===== src/rtl/param_updown_counter.sv =====
// -----------------------------------------------------------------------------
// param_updown_counter
//
// Fully synchronous, parametrised up/down modulo counter with parallel load,
// count enable, wrap-or-saturate behaviour at the ends of the range and a
// combinational terminal-count output for cascading stages. The load value
// is clamped to the top of the range, load beats en, and wrapped is a
// one-cycle registered pulse after a wrap event.
// -----------------------------------------------------------------------------
module param_updown_counter #(
   parameter int WIDTH     = 4,
   parameter int MOD       = 16,
   parameter int WRAP_MODE = 1
) (
   input  logic             clk,
   input  logic             reset,
   input  logic             en,
   input  logic             up_dn,
   input  logic             load,
   input  logic [WIDTH-1:0] load_val,
   output logic [WIDTH-1:0] out,
   output logic             tc,
   output logic             wrapped
);

   localparam logic [WIDTH-1:0] MAX_VAL = WIDTH'(MOD - 1);
   // One extra bit so that MOD == 2**WIDTH is still representable.
   localparam logic [WIDTH:0]   MOD_EXT = (WIDTH + 1)'(MOD);
   localparam bit               WRAP_EN = (WRAP_MODE != 0);

   logic             at_max;
   logic             at_min;
   logic [WIDTH-1:0] load_clamped;
   logic [WIDTH-1:0] count_next;
   logic             wrap_event;

   assign at_max = (out == MAX_VAL);
   assign at_min = (out == '0);

   // Out-of-range load values pin to the top of the range so that out never
   // holds a value >= MOD.
   assign load_clamped = ({1'b0, load_val} < MOD_EXT) ? load_val : MAX_VAL;

   // tc is asserted in both modes; it is independent of load by design.
   assign tc = en & ((up_dn & at_max) | (~up_dn & at_min));

   // A real wrap only happens when counting (not loading) across an end of
   // the range in wrap mode; reset is resolved in the register below.
   assign wrap_event = WRAP_EN & en & ~load & tc;

   always_comb begin
      // NOTE: assign a default first so every path writes count_next and no
      // latch is inferred.
      count_next = out;
      if (load) begin
         count_next = load_clamped;
      end else if (en) begin
         if (up_dn) begin
            if (at_max) count_next = WRAP_EN ? '0 : MAX_VAL;
            else        count_next = out + WIDTH'(1);
         end else begin
            if (at_min) count_next = WRAP_EN ? MAX_VAL : '0;
            else        count_next = out - WIDTH'(1);
         end
      end
   end

   always_ff @(posedge clk) begin
      // NOTE: reset is sampled on the clock edge only, so it lives inside
      // the clocked branch and overrides load and en.
      if (reset) begin
         // NOTE: non-blocking assignments keep every register updating from
         // the same pre-edge values.
         out     <= '0;
         wrapped <= 1'b0;
      end else begin
         out     <= count_next;
         wrapped <= wrap_event;
      end
   end

endmodule

===== config.mk =====
export PLATFORM = sky130hd
export DESIGN_NAME = param_updown_counter
export DESIGN_NICKNAME = d
export VERILOG_FILES = /design/src/rtl/param_updown_counter.sv
export SDC_FILE = /design/constraint.sdc
export NUM_CORES = 1
export LEC_CHECK = 0
export CORE_MARGIN = 2
export CORE_UTILIZATION = 25
export DETAILED_ROUTE_END_ITERATION = 6
export GPL_ROUTABILITY_DRIVEN = 0
export GPL_TIMING_DRIVEN = 0
export SLEW_MARGIN = 20
export SYNTH_ARGS = -nofsm -noshare
export SYNTH_HDL_FRONTEND = slang
export SYNTH_SLANG_ARGS = --single-unit

===== constraint.sdc =====
create_clock -name clk -period 1.6 [get_ports clk]
set_input_delay 0.24 -clock clk [delete_from_list [all_inputs] [get_ports clk]]
set_output_delay 0.24 -clock clk [all_outputs]
set_load 0.005 [all_outputs]

After elaboration in Yosys (flattened, before gate mapping)
Cells that the tools add are included.
{"block": "classes", "addsub": 2, "n_eq_ne": 1, "mux": 5, "bitwise_logic": 8, "n_reduce_logical": 2}
{"cell": "4-bit 2-to-1 mux", "count": 5}
{"cell": "1-bit bitwise AND", "count": 5}
{"cell": "4-bit by 1-bit adder with 4-bit output (second input constant)", "count": 1}
{"cell": "4-bit equality test (second input constant)", "count": 1}
{"cell": "4-bit zero test", "count": 1}
{"cell": "4-bit by 1-bit subtractor with 4-bit output (second input constant)", "count": 1}
{"cell": "1-bit inverter", "count": 2}
{"cell": "2-bit nonzero test", "count": 1}
{"cell": "1-bit OR", "count": 1}
{"block": "totals", "ff_bits": 5, "input_bits": 9, "out_inout_bits": 6, "word_cells": 20}

Depth between registers and ports, before layout
Gate-level depths: netlist (run 1).
{"block": "logic_depth", "ltp_word": 5, "depth_mapped": 6, "ltp_nobuf": 6}

Worst setup path before layout (run 1)
No wires, ideal clock.
{"block": "synth_timing", "path_kind": "reg2out", "start": "register out[0]", "end": "output tc", "arrival_time_ns": 1.275, "required_ns": 1.360, "setup_slack_ns": 0.085, "path_stages_with_launch": 6, "path_buffers": 0, "cell_sequence": "dfxtp_1 -> inv_1 -> ha_1 -> or3b_1 -> o21ai_0 -> and2_1"}
{"block": "synth_between", "elab_chain_len": 4, "word_cells_on_any_way": 6, "classes_between": "eq/ne (1); bitwise (4); reduce/logical (1)"}
{"item": "start, declared", "line_no": "21", "text": "output logic [WIDTH-1:0] out,"}
{"item": "start signal, assigned", "line_no": "77", "text": "out <= count_next;"}
{"item": "4-bit equality test / 4-bit zero test (equally long branches)", "line_no": "37, 38"}
{"item": "1-bit bitwise AND", "line_no": "45", "text": "assign tc = en & ((up_dn & at_max) | (~up_dn & at_min));"}
{"item": "1-bit OR (*)", "line_no": "45"}
{"item": "1-bit bitwise AND (*)", "line_no": "45"}
{"item": "end, declared", "line_no": "22", "text": "output logic tc,"}
Mark *: on every way between the ends. The rest lies on a longest branch, timed or not.

Worst setup path after layout (run 1)
Ends and elaborated chain as after synthesis.

==> summary by stage, run 1 <==
Synthesis
Yosys attributes the largest share of cell area to sky130_fd_sc_hd__dfxtp_1 29%, sky130_fd_sc_hd__ha_1 7.2%, sky130_fd_sc_hd__a21oi_1 5.8%, sky130_fd_sc_hd__o21ai_0 5.8%, sky130_fd_sc_hd__inv_1 5.4%. Synthesis instantiated 23 different standard cells from the library. The synthesized netlist devotes 7.194% of its cell area to adder and majority cells. For this run, the number of Yosys warnings is 0. The area share of the largest cell type after synthesis is 28.78%.

For this run, the register share of the synthesized area comes to 28.78%. The post-synthesis share of cell area spent on xor and xnor gates is under 10%. Synthesis produced a netlist whose cell count is 44. After synthesis the netlist holds a flip-flop and latch count of 5. Measured against the total synthesized area, the mux share comes to 6.115%. The number of enable flip-flop cells after synthesis is 0.

Ranked by instance count, the synthesized netlist is headed by 5 x sky130_fd_sc_hd__dfxtp_1, 5 x sky130_fd_sc_hd__inv_1, 4 x sky130_fd_sc_hd__a21oi_1, 4 x sky130_fd_sc_hd__o21ai_0. The biggest area consumer among synthesized cells is sky130_fd_sc_hd__dfxtp_1. The mean instance size in the synthesized netlist is a little under 8 µm². The fraction of the mapped netlist area in compound gates is 25.54%. The share of synthesized registers carrying an async set or reset is 0%. Counting every net in the synthesized netlist gives 55.

The dominant register cell in the synthesized netlist is sky130_fd_sc_hd__dfxtp_1. In this run the cell area of the synthesized design comes to 347.8 µm². The main combinational cell family by area after synthesis is compound AO/OA/AOI/OAI gates. The simple-gate area share of the yosys netlist is 21.94%.

Critical path
The number of buffers and inverters on the critical path is 2. The cell with the largest stage delay on the worst path is sky130_fd_sc_hd__dfxtp_4. The launching element type of the critical path is a register. The element type at the critical path end is an output port.

At the worst endpoint, the arrival time is 1.51 ns. STA puts the critical path data required time at between 1 and 1.5 ns. Along the worst path, the maximum fanout reaches 7.

Broken down by cell family, the worst path's largest delay share belongs to simple AND/OR/NAND/NOR gates. The critical path class is register to output port. The largest single stage delay on the critical path is 0.36 ns. The signal on the critical path passes through buf_6 > ha_2 > and3_2 > nand2_2 > o21ai_2 > and2_1 > buf_2.

Layout
Cells with a size suffix above 1 make up 31.88% of the layout. The post-layout instance count excluding filler cells is 84. The final net count is 81.

The layout overhead on the synthesized area is 78.06%. The multi-input combinational cells in the finished layout cover a total of 252.7 µm². The share of the core filled with cells is 47.60%. The sequential cell area is 107.6 µm².

Fill cells in the final layout number 143. 0 antenna diodes ended up in the layout.

Run status
The run finished, with violations left. The checks that failed: setup timing.

Timing
The maximum frequency from static timing analysis is around 570 MHz. The number of slew-limit violations in the final report is 0. Setup repair after global routing could not meet its margin everywhere.

The count of endpoints failing setup in the final report is 1. The relative slew slack is slightly below 80%. Dividing the final minimum period by the clock period gives 109.3%.

The total count of hold-check failures in the final report is 0. The aggregate negative setup slack is -0.1493 ns. The slew at the pin closest to its max-slew limit is 0.3166 ns. The worst clock skew is 0.004609 ns. The post-route minimum period is 1.749 ns. The setup slack of the critical path after layout is -0.1493 ns.

Global routing
After global routing the overflow that remains totals 0. The aggregate global-route resource usage is 13.21%. The number of antenna violations at the first check in global routing was 0. The first-pass GRT wire length is 1.435 mm.

The number of global-route vias before repair is 359. The largest net degree at the start of global routing is 10.

Clock network
The worst-skew pair later-pin latency is 0.25 ns. The total number of H-tree levels is 1. The number of buffers created by CTS is 3. The tree is rooted in a sky130_fd_sc_hd__clkbuf_4. The clock drives 5 sinks. The clock passes through at most 2 buffers. The number of buffers inserted by hold repair at cts is 0. The clock tree from TritonCTS is built. The clock slew at the register clock pins of the worst setup and hold paths is 0.05 ns.

Routing
In the routed layout, each cell is associated on average with a via count of 4.833. Dividing the detail-routed wire length by the instance count gives 11.18 µm. The total DRC errors in the routed layout is 0. Once detail routing completed, the nets flagged for antenna violations numbered 0. The number of iterations in the first detailed-routing pass is 3. The post-detailed-routing wire length is ~940 µm. The routed layout has around 410 vias. In this run, the number of DRC markers left after iteration 0 of detailed routing was 5.

Floorplanning
After floorplanning, the core was sized to cover roughly 1300 µm². The die is around 41 µm tall. The x dimension of the die is 41.30 µm.

The initial utilization of the core area, before any placement, comes to a little over a quarter. For this design the top-level I/O count stands at 15. The area of the die is 1706 µm².

The floorplan has 13 rows.

Power and ir drop
In this run, flip-flops and latches consume 32.9% of the power. The proportion of power drawn by the clock network is 34.2%. The worst-case IR drop observed on VDD is between 0.0003 and 0.0004 V. The internal power is 0.3187 mW. The switching power as a share of total power is between 20% and 30%.

The completed layout was analyzed and its total power is approximately 0.45 mW. The static power due to leakage is between 0.2 and 0.25 nW. The power density normalized to cell area is 720.0 nW/µm². Combinational cells account for 33.0% of the total power. The net switching power is around 0.13 mW.

Placement
The HPWL after detailed placement is around 620 µm. The number of port buffers is 14. The cell count after placement is 73.

Run
Max-cap violations in this run came to 0.

Min path
The type of the worst min-delay path is input port to register.
[final timing paths]
kind / slack (ns) / end / cells past startpoint / startpoint
hold reg to reg: 0.69 / out[2] / 3 / out[2]
setup / recovery: -0.15 / tc / 7 / out[0]
hold / removal: 0.55 / out[0] / 3 / load_val[0]
setup reg to reg: 0.21 / out[0] / 6 / out[0]
[power groups by stage]
stage,combinational [mW],sequential [mW],clock (mW)
after detailed placement,0.109,0.150,0
after global placement,0.109,0.150,0
final,0.147,0.147,0.152
after CTS,0.141,0.146,0.156
after floorplan,0.0550,0.148,0
after global routing,0.161,0.148,0.165
[layout by cell type (no fill, tap or decap), types with 2 or more instances in the layout]
cell type,synthesis,routed
sky130_fd_sc_hd__inv_1,5,3
sky130_fd_sc_hd__clkdlybuf4s50_1,0,12
sky130_fd_sc_hd__nor2_1,3,3
sky130_fd_sc_hd__clkbuf_4,0,3
sky130_fd_sc_hd__a211oi_1,2,2
sky130_fd_sc_hd__dfxtp_4,0,2
sky130_fd_sc_hd__nand2_1,3,2
sky130_fd_sc_hd__a21oi_1,4,4
sky130_fd_sc_hd__o21ai_0,4,3
sky130_fd_sc_hd__inv_4,0,2
sky130_fd_sc_hd__buf_4,0,6
sky130_fd_sc_hd__dfxtp_1,5,3
sky130_fd_sc_hd__xnor2_1,2,2
[cell families (layout without fill, tap and decap cells)]
group	count (synthesis)	in the layout
AO/OA/AOI/OAI	14	14
multiplexers	2	2
adder cells (fa/ha/maj)	2	2
buffers and inverters	5	30
AND/OR/NAND/NOR	14	14
XOR/XNOR	2	2
flip-flops	5	5
[layer usage]
| metal | vias up | share of wire, % | track usage [%] |
|---|---|---|---|
| met4 | 0 | 1.9 | 7.258 |
| met3 | 2 | 4.5 | 1.596 |
| met1 | 181 | 43 | 14.56 |
| met2 | 12 | 51 | 24.22 |
| met5 | - | 0 | 0 |
| li1 | 211 | - | - |
[worst reg2reg max path, delay by kind of cell, from the launching register on]
kind            cells  cell delay, ns
buf+inv             1            0.06
compound gates      3            0.41
simple gates        1            0.38
flops               1            0.36
fa+ha+maj           1            0.12
[timing repair]
| item | in CTS | in global routing |
|---|---|---|
| cloned | 0 | 0 |
| pin swaps | 2 | 1 |
| setup endpoints to repair | 1 | 1 |
| setup buffers | 5 | 2 |
| gates resized for setup | 20 | 1 |
[stage by stage]
stage | hold WS, ns | worst slack [ns] | area, µm²
after detailed placement | 0.6270 | -0.6252 | 506.7
after global routing | 0.5782 | -0.1966 | 619.3
final | 0.5451 | -0.1493 | 619.3
after CTS | 0.5498 | -0.1762 | 601.8
after floorplan | 0.3091 | 0.08532 | 347.8
after global placement | 0.6243 | -0.6354 | 506.7
[layout make-up]
cell class / count / area share, %
Tap cell: 15 / 3.030
Sequential cell: 5 / 17.37
Timing Repair Buffer: 21 / 30.71
Clock buffer: 4 / 4.242
Multi-Input combinational cell: 34 / 40.81
Inverter: 5 / 3.838
[flip-flops by register name, indices dropped and copies added (netlist names)]
signal / count
out: 4
wrapped: 1
Note: power is estimated with default switching activity, not from simulation.
==> run 2, diff against run 1 <==
--- a/config.mk
+++ b/config.mk
@@ -7,6 +7,7 @@
 export LEC_CHECK = 0
 export CORE_MARGIN = 2
 export CORE_UTILIZATION = 25
+export CTS_BUF_LIST = sky130_fd_sc_hd__clkbuf_8
 export DETAILED_ROUTE_END_ITERATION = 6
 export GPL_ROUTABILITY_DRIVEN = 0
 export GPL_TIMING_DRIVEN = 0
==> summary by stage, run 2 (synthesized netlist as in run 1, its figures left out) <==
Layout
The most common library cell in the layout ignoring fill and taps is sky130_fd_sc_hd__clkdlybuf4s50_1. The filler cells instantiated in the layout total between 100 and 150. For this run, the post-layout net count is 83. The post-layout instance count excluding filler cells is 86.

The share of layout cells above drive strength 1 is a little under a third. The layout overhead on the synthesized area is 85.25%. Leaving out fill and tap cells, the most frequent cells in the layout are 12 x sky130_fd_sc_hd__clkdlybuf4s50_1, 9 x sky130_fd_sc_hd__buf_4, 4 x sky130_fd_sc_hd__inv_1, 4 x sky130_fd_sc_hd__a21oi_1.

In the final layout, the registers with the most flip-flops are out x4, wrapped x1. The flip-flop count of the largest register after layout is 4. The register containing the most flip-flops in the final layout is out. The number of antenna diodes in the final layout is 0.

Power and ir drop
Total power for the finished layout comes to roughly 0.53 mW. IR analysis of the VDD net gives a maximum drop of about 0.00046 V. The static power due to leakage is 0.2683 nW. The power density normalized to cell area is 826.2 nW/µm².

Timing
The final worst-path cycle share is 109.1%. Setup violations remaining at the end of the flow were counted as 1. The worst pin sits at a relative slew slack of 81.01%.

The number of slew-limit violations in the final report is 0. For the pin with the worst max-slew slack, the measured transition is between 0.2 and 0.3 ns. The post-route minimum period is 1.745 ns. The setup slack of the critical path after layout is -0.1451 ns. The total count of hold-check failures in the final report is 0. Setup repair after global routing could not meet its margin everywhere. The maximum frequency from static timing analysis is 573.0 MHz.

The worst clock skew is 0.002717 ns.

Critical path
In this run the critical register-to-register path is launched from out[0]. Across all register-to-register paths, the minimum setup slack is around 0.20 ns. Of all nets on the critical path, the largest fanout is 5. The critical path class is register to output port.

The element type at the critical path end is an output port. The worst setup path is launched from a register. The worst endpoint data arrival time is ~1.5 ns.

At the worst endpoint, the required time is between 1 and 1.5 ns. The beginning of the critical path is out[0]. The endpoint of the lowest-slack register-to-register path is out[2]. Counting cells, the worst reg-to-reg path comes to 7.

Min path
The min-delay analysis places its worst path in the category input port to register. The worst hold path depth is 3. The endpoint of the worst hold path is out[0].

The origin of the worst min-delay path is load_val[0].

Routing
The initial detailed-routing violation count is 7. The count of nets left with antenna violations once routing finished came out at 0. Across all layers, the routed design uses approximately 430 vias.

The via count normalized by instance count is 5.023. The total DRC errors in the routed layout is 0. The number of iterations in the first detailed-routing pass is 4. The post-detailed-routing wire length is 991 µm. The mean routed wirelength per cell is 11.52 µm.

Clock network
The cell at the root of the clock tree is sky130_fd_sc_hd__clkbuf_8. The number of buffers created by CTS is 3. Clock latency on the worst-skew pair, taken at its later pin, is 0.22 ns. The tree built by TritonCTS fans out to 5 sinks. In this run the number of H-tree levels came out at 1. Clock-pin slew was measured on the worst setup and hold paths at 0.04 ns. The clock tree from TritonCTS is built. The largest buffer count on any clock path is 2.

Global routing
The number of antenna violations at the first check in global routing is 0. The sum of overflow across all layers after global routing is 0. The aggregate global-route resource usage is ~15%. The number of global-route vias before repair is approximately 390. Entering global routing, the biggest net connects 10 pins.

The first global-routing pass estimated ~1.6 mm of wire.

Floorplanning
In this run the horizontal extent of the chip is between 40 and 50 µm. The core region is roughly 1300 µm². In this run the vertical extent of the chip is 41.30 µm. Once the floorplan was initialized, standard cells occupied 26.73% of the core.

After floorplanning, the core was divided into 13 placement rows. For this design the top-level I/O count stands at 15. The die covers 1706 µm².

Placement
At the placement stage, the worst setup path has a slack of -0.6252 ns. The number of port buffers is 14. After detailed placement, the design holds a cell count of 73. The sum of net half-perimeters after detailed placement is 623.3 µm.

Run status
The run finished, with violations left. The checks that failed: setup timing.

Run
The max-capacitance violation count is 0.
==> run 2: cell count changes in the layout (fill, tap and decap cells not counted), sizes merged <==
cell | before | now
inv | 5 | 6
buf | 8 | 10
clkbuf | 4 | 3
==> run 2: stage by stage <==
step | instance area [µm²] | hold WS [ns] | setup TNS, ns | utilization (%)
after detailed placement | 506.7 | 0.6270 | -0.6719 | 38.94
final | 644.4 | 0.5698 | -0.1451 | 49.52
after floorplan | 347.8 | 0.3091 | 0 | -
after global routing | 644.4 | 0.6086 | -0.2036 | 49.52
after CTS | 636.9 | 0.5777 | -0.1660 | 48.94
after global placement | 506.7 | 0.6243 | -0.7138 | 38.94
==> run 2: area by class of cell <==
cell class	count	area [µm²]	share of cell area [%]
well taps	15	18.77	2.913
inverters	5	23.77	3.689
multi-input cells	34	247.7	38.45
clock inverters	1	3.754	0.5825
flip-flops and latches	5	107.6	16.70
repair buffers	23	201.4	31.26
clock buffers	3	41.29	6.408
==> run 2: how the worst max path moves through the flow <==
stage | endpoint | slack, ns
floorplan | tc | 0.09
global placement | tc | -0.64
detailed placement | tc | -0.63
CTS | tc | -0.17
global route | tc | -0.20
finish | tc | -0.15
==> run 2: power by group <==
group / leakage, nW / total (mW) / internal, mW / switching (mW)
clock network: 0.0269 / 0.233 / 0.165 / 0.0677
logic: 0.199 / 0.151 / 0.0943 / 0.0571
registers: 0.0425 / 0.148 / 0.134 / 0.0141
==> run 2: worst max-delay path, stage by stage (launching register included) <==
cell,delay [ns]
sky130_fd_sc_hd__dfxtp_4,0.36
sky130_fd_sc_hd__inv_4,0.06
sky130_fd_sc_hd__ha_4,0.12
sky130_fd_sc_hd__or3b_4,0.38
sky130_fd_sc_hd__o21ai_2,0.12
sky130_fd_sc_hd__and2_1,0.13
sky130_fd_sc_hd__buf_2,0.11
==> run 2: timing repair <==
action,in CTS,in global routing
hold buffers,0,0
cloned,0,0
pin swaps,2,1
resized for setup,18,0
endpoints found under the setup margin,1,1
buffers inserted,8,1
==> run 2: routing by layer <==
layer / vias to the layer above / share of wire, % / GRT usage [%]
met2: 15 / 50 / 26.56
met1: 195 / 43 / 16.50
met4: 0 / 1.9 / 9.677
met5: - / 0 / 0
li1: 218 / - / -
met3: 4 / 4.9 / 3.191
